--- src/rtl/gpio_in_cond.sv ---
// GPIO input conditioner: two-flop synchroniser, per-bit debounce, sticky
// edge flags with firmware clear, and a level irq while any flag is set.
module gpio_in_cond #(
    parameter int               WIDTH     = 8,
    parameter int               DB_CYCLES = 16,
    parameter logic [WIDTH-1:0] RESET_VAL = '0
) (
    input  logic             clk,
    input  logic             reset_n,
    input  logic [WIDTH-1:0] pin_i,
    input  logic [WIDTH-1:0] rise_en,
    input  logic [WIDTH-1:0] fall_en,
    input  logic             clr_we,
    input  logic [WIDTH-1:0] clr_mask,
    output logic [WIDTH-1:0] gpio_i,
    output logic [WIDTH-1:0] edge_flag,
    output logic             irq
);

    localparam int             CW       = $clog2(DB_CYCLES + 1);
    localparam logic [CW-1:0]  CNT_LAST = CW'(DB_CYCLES - 1);

    logic [WIDTH-1:0] r_s1;
    logic [WIDTH-1:0] r_s2;
    logic [WIDTH-1:0] r_level;
    logic [WIDTH-1:0] r_flag;
    logic [CW-1:0]    r_cnt [WIDTH];

    logic [WIDTH-1:0] w_level_next;
    logic [WIDTH-1:0] w_flag_next;
    logic [WIDTH-1:0] w_set;
    logic [CW-1:0]    w_cnt_next [WIDTH];

    // Counter advances only while the synchronised pin disagrees with the
    // accepted level; any agreement discards the partial count.
    always_comb begin
        // NOTE: every comb output gets a default first so no path infers a latch.
        w_level_next = r_level;
        for (int i = 0; i < WIDTH; i++) begin
            w_cnt_next[i] = '0;
            if (r_s2[i] != r_level[i]) begin
                if (r_cnt[i] == CNT_LAST) begin
                    w_level_next[i] = r_s2[i];
                end else begin
                    w_cnt_next[i] = r_cnt[i] + CW'(1);
                end
            end
        end
    end

    // Edges are taken from the level update itself, so a flag appears on the
    // same edge gpio_i changes; a new event beats a simultaneous clear.
    assign w_set       = (rise_en & w_level_next & ~r_level)
                       | (fall_en & ~w_level_next & r_level);
    assign w_flag_next = w_set | (r_flag & ~({WIDTH{clr_we}} & clr_mask));

    // NOTE: sequential state uses non-blocking assignments only.
    always_ff @(posedge clk or negedge reset_n) begin
        if (!reset_n) begin
            r_s1    <= RESET_VAL;
            r_s2    <= RESET_VAL;
            r_level <= RESET_VAL;
            r_flag  <= '0;
            // NOTE: the counter array is plain flops, so it is reset like any register.
            for (int i = 0; i < WIDTH; i++) begin
                r_cnt[i] <= '0;
            end
        end else begin
            r_s1    <= pin_i;
            r_s2    <= r_s1;
            r_level <= w_level_next;
            r_flag  <= w_flag_next;
            for (int i = 0; i < WIDTH; i++) begin
                r_cnt[i] <= w_cnt_next[i];
            end
        end
    end

    assign gpio_i    = r_level;
    assign edge_flag = r_flag;
    assign irq       = |r_flag;

endmodule

--- config.mk ---
export PLATFORM = sky130hd
export DESIGN_NAME = gpio_in_cond
export DESIGN_NICKNAME = d
export VERILOG_FILES = /design/src/rtl/gpio_in_cond.sv
export SDC_FILE = /design/constraint.sdc
export NUM_CORES = 1
export LEC_CHECK = 0
export CAP_MARGIN = 15
export CORE_UTILIZATION = 30
export CTS_BUF_LIST = sky130_fd_sc_hd__clkbuf_4 sky130_fd_sc_hd__clkbuf_8
export DETAILED_ROUTE_END_ITERATION = 10
export DONT_BUFFER_PORTS = 1
export GPL_TIMING_DRIVEN = 0
export SYNTH_ARGS = -nofsm -noshare
export SYNTH_HDL_FRONTEND = slang
export SYNTH_SLANG_ARGS = --single-unit
--- constraint.sdc ---
create_clock -name clk -period 1.9 [get_ports clk]
set_input_delay 0.475 -clock clk [delete_from_list [all_inputs] [get_ports clk]]
set_output_delay 0.475 -clock clk [all_outputs]
set_load 0.02 [all_outputs]
==> results.py, run 1 <==
metrics = {
    "die": {
        "dieHeight_um": 100,
        "io_pins": 52,
        "dieArea_mm2": 0.0100,
        "core_mm2": 0.00928,
        "die_x_um": 100,
        "initial_core_util_pct": 31.0,
        "row_count": 35,
    },
    "route": {
        "wirelength_mm": 4.79,
        "via_per_inst": 4.40,
        "ant_nets": 0,
        "wire_per_inst_um": 12.6,
        "first_pass_iters": 4,
        "drc": 0,
        "vias": 1671,
        "drt_iter0_drc": 55,
    },
    "status": {
        "status": "finished with violations",
        "violations": "negative hold slack",
    },
    "clocking": {
        "ctsHtreeMaxLevel": 3,
        "post_cts_buffers": 0,
        "cts_made_buffers": 9,
        "cts.sink_count": 72,
        "clockBufferDepth": 2,
        "path_clk_slew_ps": 70,
        "root_buffer": "clkbuf_8",
        "clock_latency_ps": 340,
        "cts_tree": "done",
    },
    "power": {
        "power.leakage_nw": 1.61,
        "powerDensity_mw_per_mm2": 939,
        "ir_worst_vdd_uv": 502,
    },
    "critical_path": {
        "path_cells": "nor4_4 -> nand2_2",
        "cp_slowest_cell": "dfrtp_2",
        "cpLargestDelayFamily": "simple AND/OR/NAND/NOR gates",
        "crit_fanout": 3,
        "required_ps": 1420,
        "cp-end-kind": "output pin",
        "criticalPathCategory": "register to output pin",
        "path_buf_inv": 0,
        "critPathArrivalTime_ps": 1380,
        "cpPeakStageDelay_ps": 490,
        "reg2reg_slack_ps": 590,
        "timing.critical_path.from_type": "register",
    },
    "final_layout": {
        "layout.nets": 289,
        "layout-drive-gt1-share_pct": 19.1,
        "multi_input_area_mm2": 0.00107,
        "area_growth_pct": 14.6,
        "fill_cells": 954,
        "diodes": 0,
        "ff_latch_area_mm2": 0.00181,
    },
    "place": {
        "io_buffers": 0,
        "pre_cts_slack_ps": 3.59,
        "place_congestion": 0.703,
        "hpwl_mm": 3.29,
    },
    "logic_synthesis": {
        "synth-edff-count": 0,
        "synth_top_area_share_pct": 62.6,
        "syn-cell-area_mm2": 0.00288,
        "synth_ff_type": "dfrtp_1",
        "synth_area_per_cell_um2": 12.3,
        "synth_area_leader_cell": "dfrtp_1",
        "synth_nets": 278,
        "synth_cell_types": 20,
        "synth_warnings": 0,
        "synth_commonest_cells": "dfrtp_1 (72), xor2_1 (24), nor2_1 (23), nand2_1 (17), nand3_1 (9)",
        "synthesis.instances": 235,
        "synth_area_leaders": "dfrtp_1 (63%), xor2_1 (7.3%), ha_1 (3.5%)",
        "yosysSeqAreaShare_pct": 62.6,
        "async_flop_share_pct": 100,
        "ys_seq_elements": 72,
        "yosysMostFrequentCell": "dfrtp_1",
    },
    "grt": {
        "antenna_found_initial": 0,
        "grt_pass1_wl_mm": 7.98,
        "grt_max_degree": 73,
        "grt_use_total_pct": 10.7,
        "grt_pass1_vias": 1699,
        "grt_overflow": 0,
    },
    "sta": {
        "fin_crit_ps": 1850,
        "slew_viol_final": 0,
        "maxSlewHeadroom_pct": 63.9,
        "setup_viol": 0,
        "hold_violations": 72,
        "hold_ws_ps": -176,
        "rsz0062_at_grt": "true",
        "worst_slew_pin_slew_ps": 542,
        "setup_slack_ps": 47.3,
        "fin_skew_ps": 6.46,
        "fin_crit_sh_pct": 97.5,
        "fmax_ghz": 0.540,
    },
    "worst_hold_path": {
        "hold_path_class": "input pin to asynchronous set/reset pin",
    },
    "flow_run": {
        "cap_violations": 0,
    },
}
## state kept, by name (all words and copies together) (netlist names)
name	flops
edge_flag	8
gpio_i	8
r_s2	8
r_cnt	40
r_s1	8
## cell families after synthesis
| family | after synthesis | synth area share [%] |
|---|---|---|
| buf+inv | 8 | 1.04 |
| xor+xnor | 24 | 7.30 |
| mux | 8 | 3.13 |
| simple gates | 91 | 17.3 |
| flops | 72 | 62.6 |
| fa+ha+maj | 8 | 3.48 |
| compound gates | 24 | 5.21 |
## final cells by class
type / count / share of cell area, %
Clock buffer: 11 / 4.59
Buffer: 1 / 0.114
Tap cell: 129 / 4.89
Inverter: 7 / 0.796
Clock inverter: 5 / 2.39
Sequential cell: 72 / 54.7
Multi-Input combinational cell: 155 / 32.5
## cell usage in the layout (no fill, tap or decap)
| cell type | synthesis | final |
|---|---|---|
| inv_1 | 7 | 7 |
| nand3b_1 | 8 | 8 |
| ha_1 | 8 | 8 |
| o21ai_1 | 8 | 8 |
| bufinv_16 | 0 | 2 |
| mux2_2 | 8 | 8 |
| clkbuf_8 | 0 | 11 |
| and2_2 | 2 | 2 |
| nor2_1 | 23 | 23 |
| nand2_1 | 17 | 16 |
| nand2_2 | 0 | 1 |
| o21ai_0 | 8 | 8 |
| clkinv_4 | 0 | 1 |
| clkinv_2 | 0 | 2 |
| dfrtp_2 | 0 | 3 |
| and3_2 | 1 | 1 |
| nor2_2 | 8 | 8 |
| a22o_1 | 8 | 8 |
| nand3_1 | 9 | 9 |
| nor4_2 | 0 | 1 |
| nor4_4 | 0 | 1 |
| nand3_2 | 7 | 7 |
| xor2_1 | 24 | 24 |
| and3_1 | 7 | 7 |
| dfrtp_1 | 72 | 69 |
| buf_1 | 1 | 1 |
| and2_1 | 7 | 7 |
## metrics by stage
step | cells | power (mW) | cell area, µm² | setup TNS [ps] | utilization [%]
after floorplan | 235 | 1.74 | 2880 | 0 | -
after global placement | 364 | 1.77 | 3040 | 0 | 32.8
after detailed placement | 364 | 1.77 | 3040 | 0 | 32.8
after CTS | 380 | 3.17 | 3290 | -13.9 | 35.5
after global routing | 380 | 3.26 | 3300 | -50.8 | 35.5
final | 380 | 3.10 | 3300 | 0 | 35.5
## path summary, 6_finish.rpt
check                       endpoint  cells after the start    startpoint
setup / recovery                 irq                      2  edge_flag[7]
hold / removal               r_s2[2]                      0       reset_n
setup reg to reg           gpio_i[3]                      4     r_cnt[20]
hold reg to reg              r_s2[2]                      0       r_s1[2]
max in group asynchronous    r_s1[3]                      0       reset_n
min in group clk             r_s1[5]                      0      pin_i[5]
## power breakdown
group	internal, mW	leakage [nW]	switching, mW
registers	1.59	0.943	0.0444
clock network	0.809	0.119	0.546
logic	0.0507	0.550	0.0564
total	2.45	1.61	0.647
## worst register-to-register path, cell delays in order (launching register included)
cell and delay, ps:
dfrtp_1 370, ha_1 190, nand3_1 140, nor2_2 150, mux2_2 340
## metal layers
metal / global-route usage (%) / routed length (µm) / vias up / part of all wire, %
li1: - / - / 814 / -
met5: 0 / 0 / - / 0
met1: 12.8 / 2250 / 799 / 47
met3: 4.94 / 306 / 5 / 6.4
met2: 16.9 / 2190 / 53 / 46
met4: 4.01 / 31 / 0 / 0.65
## repair_timing
action | CTS | global route
gates resized for setup | 5 | 2
endpoints found under the setup margin | 1 | 1
endpoints found under the hold margin | 72 | 72
pin swaps | 1 | 2
Power figures use the tool's default switching activity.
==> run 2: changes to the inputs <==
CELL_PAD_IN_SITES_DETAIL_PLACEMENT = 1   (was default)
CELL_PAD_IN_SITES_GLOBAL_PLACEMENT = 1   (was default)
PLACE_DENSITY_LB_ADDON = 0.1   (was default)
RECOVER_POWER = 50   (was default)
SETUP_SLACK_MARGIN = 0.4   (was default)
==> run 2 against run 1 <==
Compared with the run above:
- the flow still finishes with violations (negative hold slack)
- register-to-register slack about the same
- first-iteration DRC count decreased by 44%
- combinational power increased by 4%
- core utilization decreased by 0.34 points
- global-route usage increased by 1.9 points
- maximum frequency decreased by 1.8%
- critical endpoint unchanged
- highest routed layer unchanged
==> results.py, run 2 (synthesis results as in run 1) <==
metrics = {
    "clocking": {
        "root_buffer": "clkbuf_8",
        "cts.sink_count": 72,
        "cts_tree": "done",
        "cts_made_buffers": 9,
        "post_cts_buffers": 0,
        "clock_latency_ps": 350,
        "clockBufferDepth": 2,
        "path_clk_slew_ps": 70,
        "ctsHtreeMaxLevel": 3,
    },
    "sta": {
        "fmax_ghz": 0.530,
        "worst_slew_pin_slew_ps": 633,
        "setup_slack_ps": 13.9,
        "slew_viol_final": 0,
        "tns_ps": 0,
        "fin_crit_sh_pct": 99.3,
        "fin_crit_ps": 1890,
        "maxSlewHeadroom_pct": 57.8,
        "setup_viol": 0,
        "rsz0062_at_grt": "true",
        "fin_skew_ps": 3.99,
        "hold_ws_ps": -179,
        "hold_violations": 72,
    },
    "grt": {
        "grt_max_degree": 73,
        "grt_pass1_vias": 1846,
        "grt_overflow": 0,
        "grt_use_total_pct": 12.5,
        "antenna_found_initial": 0,
        "grt_pass1_wl_mm": 9.23,
    },
    "critical_path": {
        "crit_fanout": 3,
        "cpPeakStageDelay_ps": 490,
        "cpLargestDelayFamily": "simple AND/OR/NAND/NOR gates",
        "reg2reg_slack_ps": 580,
        "criticalPathCategory": "register to output pin",
        "path_buf_inv": 0,
        "critPathArrivalTime_ps": 1410,
        "cp-end-kind": "output pin",
        "cp_slowest_cell": "dfrtp_2",
        "path_cells": "nor4_4 -> nand2_2",
        "timing.critical_path.from_type": "register",
        "required_ps": 1420,
    },
    "status": {
        "violations": "negative hold slack",
        "status": "finished with violations",
    },
    "final_layout": {
        "layout-drive-gt1-share_pct": 18.3,
        "top_register": "r_cnt",
        "layout.nets": 289,
        "fill_cells": 1028,
        "layout_common_cells": "dfrtp_1 (70), xor2_1 (24), nor2_1 (23), nand2_1 (16), clkbuf_8 (11)",
        "diodes": 0,
        "largest_register_ffs": 40,
        "mostFrequentLayoutCell": "dfrtp_1",
        "area_growth_pct": 13.5,
        "ff_latch_area_mm2": 0.00180,
        "multi_input_area_mm2": 0.00107,
    },
    "route": {
        "vias": 1700,
        "via_per_inst": 4.47,
        "first_pass_iters": 3,
        "drt_iter0_drc": 31,
        "wirelength_mm": 5.36,
        "drc": 0,
        "ant_nets": 0,
        "wire_per_inst_um": 14.1,
    },
    "place": {
        "hpwl_mm": 3.61,
        "pre_cts_slack_ps": 27.4,
        "io_buffers": 0,
        "place_congestion": 0.706,
    },
    "power": {
        "power.leakage_nw": 1.60,
        "powerDensity_mw_per_mm2": 918,
        "ir_worst_vdd_uv": 553,
    },
    "die": {
        "dieHeight_um": 100,
        "initial_core_util_pct": 31.0,
        "core_mm2": 0.00928,
        "row_count": 35,
        "io_pins": 52,
        "die_x_um": 100,
        "dieArea_mm2": 0.0100,
    },
    "worst_hold_path": {
        "hold_path_class": "input pin to asynchronous set/reset pin",
    },
    "flow_run": {
        "cap_violations": 0,
    },
}
==> run 2: cell types whose count changed in the layout (fill, tap and decap cells not counted), sizes merged <==
cell,delta
bufinv,-1
clkbuf,+2
clkinv,-1
==> run 2: area by class of cell <==
cell class              instances  area share, %
plain buffers                   1          0.115
clock buffers                  13           5.09
clock inverters                 3           1.23
inverters                       7          0.804
multi-input cells             155           32.6
flip-flops and latches         72           55.2
well taps                     129           4.94
==> run 2: routing by layer <==
metal | wire length [µm] | GRT usage [%] | vias to the layer above
met2 | 2310 | 18.2 | 46
met5 | 0 | 0 | -
met4 | 136 | 7.02 | 0
met3 | 371 | 5.64 | 12
met1 | 2540 | 15.5 | 828
li1 | - | - | 814
==> run 2: worst reg2reg max path, cell delays in order, from the launching register on <==
cell and delay, ps:
dfrtp_1 380, ha_1 210, nand3_1 150, nor2_2 140
mux2_2 340
==> run 2: final timing paths <==
check / start / endpoint / depth (start not counted)
min in group clk: pin_i[5] / r_s1[5] / 0
hold / removal: reset_n / r_cnt[2] / 0
hold reg to reg: r_s1[7] / r_s2[7] / 0
max in group asynchronous: reset_n / edge_flag[7] / 0
setup / recovery: edge_flag[7] / irq / 2
setup reg to reg: r_cnt[20] / gpio_i[3] / 4
==> run 2: what timing repair did <==
action,in CTS,in global routing
gates resized for setup,4,1
pin swaps,1,2
endpoints found under the setup margin,1,1
endpoints found under the hold margin,72,72
==> run 2: report_power, final <==
| group | total, mW | internal (mW) | switching [mW] |
|---|---|---|---|
| clock network | 1.25 | 0.704 | 0.549 |
| logic | 0.111 | 0.0511 | 0.0595 |
| registers | 1.64 | 1.59 | 0.0451 |
| total | 3.00 | 2.35 | 0.654 |
==> run 2: through the flow <==
step | cell area (µm²) | utilization [%] | power [mW] | std cells
2_1_floorplan | 2880 | - | 1.74 | 235
4_1_cts | 3270 | 35.2 | 3.09 | 380
3_5_place_dp | 3040 | 32.8 | 1.78 | 364
6_report | 3270 | 35.2 | 3.00 | 380
3_3_place_gp | 3040 | 32.8 | 1.77 | 364
5_1_grt | 3270 | 35.2 | 3.17 | 380
==> run 3: changes to the inputs <==
==> constraint.sdc (replaced) <==
create_clock -name clk -period 1.9 [get_ports clk]
set_input_delay 0.475 -clock clk [delete_from_list [all_inputs] [get_ports clk]]
set_output_delay 0.475 -clock clk [all_outputs]
set_load 0.005 [all_outputs]
==> run 3 against run 2 <==
Compared with the run above:
- the flow still finishes with violations (negative hold slack)
- die area unchanged
- setup slack better by 100 ps
- critical path type unchanged
- clock power barely moved
- cell area about the same
- clock skew about the same
- global-route usage unchanged
- critical path depth unchanged
- sequential power is essentially flat
- non-clock buffer count is the same
- register-to-register slack barely moved
- first-iteration DRC count down 3.2%
- core utilization about the same
==> results.py, run 3 (synthesis results as in run 1) <==
metrics = {
    "status": {
        "status": "finished with violations",
        "violations": "negative hold slack",
    },
    "clocking": {
        "cts.sink_count": 72,
        "clockBufferDepth": 2,
        "cts_tree": "done",
        "path_clk_slew_ps": 70,
        "cts_made_buffers": 9,
        "ctsHtreeMaxLevel": 3,
        "clock_latency_ps": 350,
        "root_buffer": "clkbuf_8",
    },
    "power": {
        "finalPower_mw": 3.00,
        "power_switching_mw": 0.656,
        "intPower_mw": 2.35,
        "swShare_pct": 21.9,
        "power.leakage_nw": 1.60,
        "power_frac_comb_pct": 3.7,
        "power.share.clock_pct": 41.8,
        "ir_worst_vdd_uv": 555,
        "powerDensity_mw_per_mm2": 919,
        "power.share.sequential_pct": 54.5,
    },
    "die": {
        "row_count": 35,
        "core_mm2": 0.00928,
        "dieArea_mm2": 0.0100,
        "initial_core_util_pct": 31.0,
        "die_x_um": 100,
        "dieHeight_um": 100,
        "io_pins": 52,
    },
    "grt": {
        "grt_pass1_vias": 1852,
        "grt_max_degree": 73,
        "antenna_found_initial": 0,
        "grt_overflow": 0,
        "grt_pass1_wl_mm": 9.23,
        "grt_use_total_pct": 12.5,
    },
    "route": {
        "vias": 1702,
        "ant_nets": 0,
        "via_per_inst": 4.48,
        "drt_iter0_drc": 30,
        "wire_per_inst_um": 14.1,
        "wirelength_mm": 5.36,
        "drc": 0,
        "first_pass_iters": 3,
    },
    "place": {
        "dpl-instance-area_mm2": 0.00304,
        "io_buffers": 0,
        "pre_cts_slack_ps": 244,
        "place_congestion": 0.706,
        "hpwl_mm": 3.61,
    },
    "flow_run": {
        "cap_violations": 0,
    },
    "final_layout": {
        "diodes": 0,
        "layout-drive-gt1-share_pct": 17.9,
        "layout.nets": 289,
        "top_register": "r_cnt",
        "largest_register_ffs": 40,
        "layout_common_cells": "dfrtp_1 (70), xor2_1 (24), nor2_1 (23), nand2_1 (17), clkbuf_8 (11)",
        "design_area_mm2": 0.00327,
        "final_util_pct": 35.2,
        "mostFrequentLayoutCell": "dfrtp_1",
        "area_growth_pct": 13.4,
    },
    "sta": {
        "maxSlewHeadroom_pct": 57.8,
        "setup_viol": 0,
        "hold_ws_ps": -179,
        "fin_skew_ps": 4.34,
        "rsz0062_at_grt": "true",
        "setup_slack_ps": 118,
        "fmax_ghz": 0.561,
        "tns_ps": 0,
        "slew_viol_final": 0,
        "worst_slew_pin_slew_ps": 634,
        "hold_violations": 72,
        "fin_crit_ps": 1780,
        "fin_crit_sh_pct": 93.8,
    },
    "critical_path": {
        "criticalPathCategory": "register to output pin",
        "required_ps": 1420,
        "cp-end-kind": "output pin",
        "critPathArrivalTime_ps": 1310,
        "crit_fanout": 3,
        "timing.critical_path.from_type": "register",
    },
    "worst_hold_path": {
        "hold_path_class": "input pin to asynchronous set/reset pin",
    },
}
-- run 3: cell count changes in the layout (fill, tap and decap cells not counted) --
cell     previous run  this run
nand2_1            16        17
nand2_2             1         0
-- run 3: per-layer routing --
layer	wire [µm]	GRT usage, %	vias up
met4	128	7.02	0
li1	-	-	814
met1	2550	15.6	829
met5	0	0	-
met2	2310	18.2	47
met3	370	5.57	12
-- run 3: critical path: stages, from the launching register on --
cell and delay, ps:
dfrtp_2 460, nor4_4 370, nand2_1 140
-- run 3: what timing repair did --
action                     in CTS  in global routing
hold endpoints to repair       72                 72
setup endpoints to repair       1                  1
setup buffers                   0                  0
resized for setup               2                  2
pin swaps                       0                  2
-- run 3: worst paths after layout --
| check | endpoint | from | slack (ps) | cells after the start |
|---|---|---|---|---|
| worst max-delay path | irq | edge_flag[7] | 120 | 2 |
| worst min-delay path | r_cnt[2] | reset_n | -180 | 0 |
| worst max register to register | gpio_i[3] | r_cnt[20] | 580 | 4 |
| worst min register to register | r_s2[7] | r_s1[7] | 350 | 0 |
| max in group asynchronous | edge_flag[7] | reset_n | 1900 | 0 |
| min in group clk | r_s1[5] | pin_i[5] | 150 | 0 |
-- run 3: power groups by stage --
stage          Sequential (mW)  Combinational [mW]  Clock, mW
6_report                  1.64               0.111       1.26
5_1_grt                   1.65               0.133       1.39
4_1_cts                   1.64               0.114       1.34
3_5_place_dp              1.66               0.114          0
3_3_place_gp              1.66               0.109          0
2_1_floorplan             1.65              0.0903          0
-- run 3: layout make-up --
cell class | count | area [µm²]
buffer | 1 | 3.75
clock buffer | 13 | 166
clock inverter | 3 | 40.0
fill | 1028 | 6020
inverter | 7 | 26.3
multi-input combinational | 155 | 1060
sequential | 72 | 1800
tap | 129 | 161
-- run 3: stage by stage --
stage	hold slack, ps	std cells
4_1_cts	-217	380
3_3_place_gp	183	364
2_1_floorplan	179	235
3_5_place_dp	183	364
6_report	-179	380
5_1_grt	-219	380
